--- src/rtl/uart_rx_fifo.sv ---
// uart_rx_fifo: receive buffer behind a UART receiver.
// Each rising edge of rx_valid stores {rx_error, rx_data} into a circular FIFO.
// The host pops entries with rd_en. Read data comes back one cycle later, with a rd_valid pulse.
// Optional idle timeout is enabled by defining UART_RX_FIFO_TIMEOUT_EN.
// That macro adds the baud_divisor input and the rx_timeout output.
module uart_rx_fifo #(
  parameter int DATA_WIDTH = 8,
  parameter int DEPTH      = 16,
  localparam int ADDR_W    = $clog2(DEPTH)
) (
  input  logic                  clk,
  input  logic                  reset,
  input  logic [DATA_WIDTH-1:0] rx_data,
  input  logic                  rx_valid,
  input  logic                  rx_error,
  input  logic                  rd_en,
  output logic [DATA_WIDTH-1:0] rd_data,
  output logic                  rd_error,
  output logic                  rd_valid,
  input  logic [ADDR_W:0]       thresh_level,
  input  logic                  overflow_clr,
`ifdef UART_RX_FIFO_TIMEOUT_EN
  input  logic [11:0]           baud_divisor,
  output logic                  rx_timeout,
`endif
  output logic                  fifo_empty,
  output logic                  fifo_full,
  output logic [ADDR_W:0]       fifo_count,
  output logic                  thresh_hit,
  output logic                  overflow
);

  localparam logic [ADDR_W:0] C_DEPTH = (ADDR_W+1)'(DEPTH);

  logic [DATA_WIDTH:0]   r_mem [DEPTH];
  logic [ADDR_W-1:0]     r_wr_ptr;
  logic [ADDR_W-1:0]     r_rd_ptr;
  logic [ADDR_W:0]       r_count;
  logic                  r_rx_valid_prev;
  logic [DATA_WIDTH-1:0] r_rd_data;
  logic                  r_rd_error;
  logic                  r_rd_valid;
  logic                  r_overflow;

  logic w_wr_edge;
  logic w_rd_ok;
  logic w_wr_ok;
  logic w_drop;
  logic w_empty;
  logic w_full;

  assign w_empty   = (r_count == '0);
  assign w_full    = (r_count == C_DEPTH);
  assign w_wr_edge = rx_valid & ~r_rx_valid_prev;
  // A read while empty is ignored, so a same-cycle write never falls through.
  assign w_rd_ok   = rd_en & ~w_empty;
  // When full, a same-cycle read frees the slot that the write then reuses.
  assign w_wr_ok   = w_wr_edge & (~w_full | w_rd_ok);
  assign w_drop    = w_wr_edge & w_full & ~w_rd_ok;

  // rx_valid history for rising-edge detection
  always_ff @(posedge clk or posedge reset) begin
    if (reset) r_rx_valid_prev <= 1'b0;
    else       r_rx_valid_prev <= rx_valid;
  end

  // Storage array is kept without reset so it maps onto block RAM
  always_ff @(posedge clk) begin
    if (w_wr_ok) r_mem[r_wr_ptr] <= {rx_error, rx_data};
  end

  // Pointers and occupancy; the count is kept separately from the pointers
  always_ff @(posedge clk or posedge reset) begin
    if (reset) begin
      r_wr_ptr <= '0;
      r_rd_ptr <= '0;
      r_count  <= '0;
    end else begin
      if (w_wr_ok) r_wr_ptr <= r_wr_ptr + 1'b1;
      if (w_rd_ok) r_rd_ptr <= r_rd_ptr + 1'b1;
      case ({w_wr_ok, w_rd_ok})
        2'b10:   r_count <= r_count + 1'b1;
        2'b01:   r_count <= r_count - 1'b1;
        default: r_count <= r_count;
      endcase
    end
  end

  // Registered read port; the output data holds between pops
  always_ff @(posedge clk or posedge reset) begin
    if (reset) begin
      r_rd_data  <= '0;
      r_rd_error <= 1'b0;
      r_rd_valid <= 1'b0;
    end else begin
      r_rd_valid <= w_rd_ok;
      if (w_rd_ok) {r_rd_error, r_rd_data} <= r_mem[r_rd_ptr];
    end
  end

  // Sticky overflow; a new drop wins over a same-cycle clear
  always_ff @(posedge clk or posedge reset) begin
    if (reset)             r_overflow <= 1'b0;
    else if (w_drop)       r_overflow <= 1'b1;
    else if (overflow_clr) r_overflow <= 1'b0;
  end

`ifdef UART_RX_FIFO_TIMEOUT_EN
  logic [19:0] r_idle_cnt;
  logic [19:0] w_idle_limit;
  logic        w_to_en;

  // Four 10-bit character times at the current baud divisor
  assign w_idle_limit = 20'(baud_divisor) * 20'd40;
  assign w_to_en      = (baud_divisor != 12'd0);

  // Idle counter; saturates at the limit and restarts on any FIFO activity
  always_ff @(posedge clk or posedge reset) begin
    if (reset)
      r_idle_cnt <= '0;
    else if (w_wr_edge || w_rd_ok || w_empty)
      r_idle_cnt <= '0;
    else if (w_to_en && (r_idle_cnt < w_idle_limit))
      r_idle_cnt <= r_idle_cnt + 20'd1;
  end

  assign rx_timeout = w_to_en && (r_idle_cnt == w_idle_limit);
`endif

  assign rd_data    = r_rd_data;
  assign rd_error   = r_rd_error;
  assign rd_valid   = r_rd_valid;
  assign overflow   = r_overflow;
  assign fifo_count = r_count;
  assign fifo_empty = w_empty;
  assign fifo_full  = w_full;
  assign thresh_hit = (thresh_level != '0) && (r_count >= thresh_level);

endmodule
--- config.mk ---
export PLATFORM = sky130hd
export DESIGN_NAME = uart_rx_fifo
export DESIGN_NICKNAME = d
export VERILOG_FILES = /design/src/rtl/uart_rx_fifo.sv
export SDC_FILE = /design/constraint.sdc
export NUM_CORES = 1
export LEC_CHECK = 0
export CAP_MARGIN = 10
export CORE_AREA = 2 2 143 89
export CTS_CLUSTER_SIZE = 24
export DETAILED_ROUTE_END_ITERATION = 8
export DIE_AREA = 0 0 145 91
export PLACE_DENSITY = 0.8
export SETUP_SLACK_MARGIN = 0.2
export SYNTH_ARGS = -nofsm -noshare
export SYNTH_HDL_FRONTEND = slang
export SYNTH_SLANG_ARGS = --single-unit
--- constraint.sdc ---
create_clock -name clk -period 2.8 [get_ports clk]
set_input_delay 0.56 -clock clk [delete_from_list [all_inputs] [get_ports clk]]
set_output_delay 0.56 -clock clk [all_outputs]
set_load 0.01 [all_outputs]
After elaboration in Yosys (flattened, before gate mapping)
Memory sizes are Yosys's and may differ from the RTL's. A register that Yosys moved wholly into a read port is not among the register bits.
Index checks and enable logic that the tools add are counted.
{ "totals": {"ff_bits": 16, "out_inout_bits": 19, "mem_count": 1, "elab_cells": 35, "input_bits": 19, "ramBits": 144} }
{ "classes": {"n_reduce_logical": 5, "bitwise": 10, "n_lt_le_gt_ge": 1, "eq_ne": 3, "muxes": 5, "addsub": 4} }
{ "memory_table": {"columns": ["name", "depth", "word_bits", "read_ports", "rd_ports_with_merged_regs", "wr", "line_no", "source"], "rows": [
  ["r_mem", 16, 9, 1, 1, 1, "35", "logic [DATA_WIDTH:0] r_mem [DEPTH];"]
]} }
{ "op_table": {"columns": ["cell", "count"], "rows": [
  ["$pmux W5 S2", 1],
  ["$add A4 B1 Y4 const B", 2],
  ["$add A5 B1 Y5 const B", 1],
  ["$and A1 B1 Y1", 5],
  ["$eq A5 B5 Y1 const B", 1],
  ["$ge A5 B5 Y1", 1],
  ["$logic_not A5 Y1", 1],
  ["$reduce_bool A5 Y1", 1],
  ["$sub A5 B1 Y5 const B", 1],
  ["$mux W1", 4],
  ["$not A1 Y1", 4],
  ["$reduce_bool A2 Y1", 2],
  ["$eq A2 B1 Y1 const B", 1],
  ["$eq A2 B2 Y1 const B", 1],
  ["$logic_and A1 B1 Y1", 1],
  ["$or A1 B1 Y1", 1]
]} }

Depth between registers and ports, before layout
Gate-level depths: netlist (run 1).
{ "depth": {"word_depth": 7, "mapped_depth": 10, "depth_no_buf": 10} }

Worst setup path after synthesis (run 1)
OpenSTA, ideal clock, no wires.
{ "synth_timing": {"kind": "reg2reg", "start": "register r_count[0] (netlist: fifo_count[0])", "end": "register r_count[4] (netlist: fifo_count[4])", "path_stages_with_launch": 10, "period_less_slack_ns": 2.648, "setup_ns": 0.118, "required_time_ns": 2.682, "setup_slack_ns": 0.152, "n_path_buf": 0, "arrival_ns": 2.530, "path_cell_list": "dfrtp_1 -> nor4_4 -> and2_2 -> nor2_1 -> ha_1 -> nor2b_1 -> o21a_1 -> or3_1 -> a32o_1 -> a21o_1"} }
{ "synth_between": {"elab_chain_cells": 7, "elab_cells_between_ends": 13} }
{ "synth_rtl": {"columns": ["item", "line_no", "source"], "rows": [
  ["start: declaration", "38", "logic [ADDR_W:0] r_count;"],
  ["start signal: assignment", "82", "2'b10: r_count <= r_count + 1'b1;"],
  ["start signal: assignment", "83", "2'b01: r_count <= r_count - 1'b1;"],
  ["start signal: assignment", "84", "default: r_count <= r_count;"],
  ["$logic_not A5 Y1 (*)", "52", "assign w_empty = (r_count == '0);"],
  ["named net fifo_empty", "26", "output logic fifo_empty,"],
  ["$not A1 Y1 (*)", "56", "assign w_rd_ok = rd_en & ~w_empty;"],
  ["$and A1 B1 Y1 (*)", "56", null],
  ["$or A1 B1 Y1", "58", "assign w_wr_ok = w_wr_edge & (~w_full | w_rd_ok);"],
  ["$and A1 B1 Y1", "58", null],
  ["$eq A2 B1 Y1 / $eq A2 B2 Y1 (equally long branches)", "81", "case ({w_wr_ok, w_rd_ok})"],
  ["$pmux W5 S2 / $reduce_bool A2 Y1 (equally long branches)", null, null]
]} }
Mark *: on every way through the listed nets, which the timed path passes. The rest lies on a longest branch.
A chain may end at the register's enable or synchronous reset.

Worst setup path after layout (run 1)
{ "layout_timing": {"start": "register r_count[3] (netlist: fifo_count[3])", "end": "output fifo_empty"} }
{ "layout_between": {"elab_chain_cells": 1} }
{ "layout_rtl": {"columns": ["item", "line_no"], "rows": [
  ["$logic_not A5 Y1", "52"],
  ["end: declaration", "26"]
]} }
No other way between the ends.

==> results of run 1 <==
-- per-stage QoR --
| stage | total power (µW) | instance area, µm² | utilization (%) |
|---|---|---|---|
| 2_1_floorplan | 4900 | 6880 | - |
| 3_3_place_gp | 5650 | 7630 | 64.5 |
| 3_5_place_dp | 5740 | 7630 | 64.5 |
| 4_1_cts | 8110 | 8230 | 69.5 |
| 5_1_grt | 8460 | 8250 | 69.7 |
| 6_report | 8100 | 8250 | 69.7 |
-- layer usage --
layer	track usage (%)	up-vias	share of wire, %	wire, µm
li1	-	1603	-	-
met5	0	-	0	0
met1	34.5	1995	44	6340
met2	34.8	181	48	6870
met3	5.78	14	7.2	1030
met4	7.84	0	0.85	122
-- worst paths after layout --
kind | from | endpoint | slack (ns) | depth (start not counted)
setup / recovery | fifo_count[3] | fifo_empty | 0.30 | 3
min in group clk | overflow | overflow | 0.54 | 2
max in group asynchronous | reset | fifo_count[0] | 2.00 | 3
hold / removal | reset | rd_valid | 0.51 | 3
setup reg to reg | fifo_count[3] | fifo_count[4] | 0.31 | 9
hold reg to reg | overflow | overflow | 0.54 | 2
-- critical path, delay by kind of cell (launching register included) --
family / cells / cell delay [ns]
DFF: 1 / 0.46
buffers and inverters: 1 / 0.52
and+or+nand+nor: 2 / 0.54
-- Yosys cell counts (all sizes together), types with 8 or more instances --
cell,number
edfxtp,144
mux4,36
dfrtp,25
nor2,15
a21oi,13
ha,13
inv,13
mux2,12
nor2b,12
buf,11
nand2,10
o22ai,10
a211oi,9
xnor2,8
-- cells in the final DEF (no fill, tap or decap), drive strengths merged, types with 2 or more instances in the layout --
master and count:
bufinv 3, nand2 10, o21a 3, ha 13
inv 13, nor3 4, xnor2 8, clkbuf 20
nor2b 12, clkinvlp 4, clkinv 6, a21o 2
o21ai 3, mux2 12, nand2b 4, o22ai 10
clkdlybuf4s50 35, nand4 2, nor2 15, dfrtp 25
a211oi 9, a21oi 13, edfxtp 144, buf 35
mux4 36
-- cell families (layout without fill, tap and decap cells) --
kind of cell               Yosys count  in the layout  synth area share [%]
buffers and inverters               30            117                  1.80
muxes                               49             49                  14.0
DFF                                169            169                  72.0
xor gates and xnor gates             9              9                  1.15
AOI/OAI and AO/OA                   45             45                  4.44
and+or+nand+nor                     51             51                  3.95
adders and majority gates           14             14                  2.66
-- area by class of cell --
| class | count | area share, % |
|---|---|---|
| Sequential cell | 169 | 60.1 |
| Inverter | 13 | 0.592 |
| Multi-Input combinational cell | 168 | 21.9 |
| Timing Repair Buffer | 72 | 7.75 |
| Tap cell | 165 | 2.50 |
| Clock inverter | 13 | 1.87 |
| Clock buffer | 19 | 5.25 |
-- power by group --
part	internal, µW	total (µW)	switching [µW]	leakage (µW)
clock	1390	2340	942	0.000272
combinational	1310	2380	1070	0.000990
sequential	3010	3390	372	0.00159
total	5720	8100	2380	0.00285
-- sequential cells by signal, indices dropped and copies added (netlist names) --
name,count
overflow,1
r_rx_valid_prev,1
rd_valid,1
rd_data,8
rd_error,1
r_mem,144
r_wr_ptr,4
fifo_count,5
r_rd_ptr,4
-- repair_timing --
item	CTS	global route
gates resized for setup	4	2
cloned	0	0
buffers inserted	1	3
setup endpoints to repair	2	2
pin swaps	1	5
==> impl_results.md, run 1 <==
- Setup TNS: 0 ns
- FF/Latch Area: 4950 µm²
- Max Fanout on Critical Path: 5
- Drt wl/cell: 23.2 µm
- CP Class: flop to output pin
- Unrepaired setup endpoints after global routing: false
- Drt total wl: 14.4 mm
- IR drop worst, VDD: 0.000569 V
- Mapped Avg Cell Area: 18.7 µm²
- CTS H-tree depth: 4
- Num CTS Buffers: 17
- # DRC: 0
- Area share of the largest cell type after synthesis: 62.9%
- Synth-to-Final Area Change: 19.9%
- Net count after synthesis: 400
- Status: complete, no violations
- Largest net degree at the start of global routing: 39
- Gr ovfl total: 0
- Max_slew headroom: 41.3%
- Clock Skew: 0.0139 ns
- CTS tree: built
- Vias: 3793
- Worst path required time: 2.24 ns
- Post-Synthesis Cells: 367
- Initial Util: 58.1%
- Period utilization: 89.2%
- Post-synth EDFFs: 144
- Hold_buf cts: 0
- Final Wtd Congestion: 0.826
- # diodes: 0
- Post-Synthesis Cell Area: 6880 µm²
- #FFs+latches synth: 169
- Pre-CTS setup slack: -0.111 ns
- Core Rows: 31
- Critical path cell sequence: nor4_4 > and2_4 > clkdlybuf4s50_1
- DP HPWL: 8.80 mm
- Synth unique cells: 37
- Via density: 6.13
- Slew Viols, Final: 0
- Final hold violations: 0
- Largest cells by area after synthesis: edfxtp_1 (63%), mux4_2 (12%), dfrtp_1 (9.1%)
- Clock Latency Late Sink: 0.42 ns
- Antenna Nets Post-Route: 0
- Final non-filler cell total: 619
- Worst hold slack: 0.510 ns
- Pwr per Cell Area: 982 nW/µm²
- Initial DRC count: 303
- CTS Buffer Depth: 2
- Die Width: 145 µm
- Pleak: 0.00285 µW
- I/O pin count: 38
- Die Ht: 91 µm
- Vias in the first global route: 3790
- Root Driver: clkbuf_16
- Port Buffers: 37
- GRT Total Usage: 23.4%
- CP arrival: 1.94 ns
- Multi-input gate area: 1810 µm²
- Final nets: 474
- FILL cells: 735
- TritonCTS Sinks: 169
- Syn. warnings: 0
- Async set-reset flop share out of synthesis: 14.8%
- MaxCap Viol Count: 0
- Placeable Area: 11800 µm²
- Hold Crit Class: input pin to async pin
- Share of cells above drive strength 1: 26.9%
- CP Launch Type: flop
- CP max stage delay: 0.52 ns
- DR pass1 iterations: 4
- Min cycle time layout: 2.50 ns
- CTS clk-pin slew, worst paths: 0.06 ns
- Global-route wire length before repair: 22.3 mm
- Worst Tran Pin Value: 0.881 ns
- FMAX: 400 MHz
- Post-Place Cells: 583
- Final worst slack: 0.301 ns
- Seq/Total Area, Yosys: 72.0%
- Final setup fails: 0
- Die area: 13200 µm²
- Initial antenna violation count: 1
- CP Capture Type: output pin
- Synth area leader: edfxtp_1
- Synth Flop Type: edfxtp_1
- CP max-delay cell: clkdlybuf4s50_1
Note: power is estimated with default switching activity, not from simulation.
==> inputs of run 2 (changes only) <==
--- a/config.mk
+++ b/config.mk
@@ -12,6 +12,7 @@
 export DIE_AREA = 0 0 145 91
 export PLACE_DENSITY = 0.8
 export SETUP_SLACK_MARGIN = 0.2
+export SLEW_MARGIN = 10
 export SYNTH_ARGS = -nofsm -noshare
 export SYNTH_HDL_FRONTEND = slang
 export SYNTH_SLANG_ARGS = --single-unit
==> results of run 2 <==
No change in the layout: final DEF, timing and power equal those of run 1.
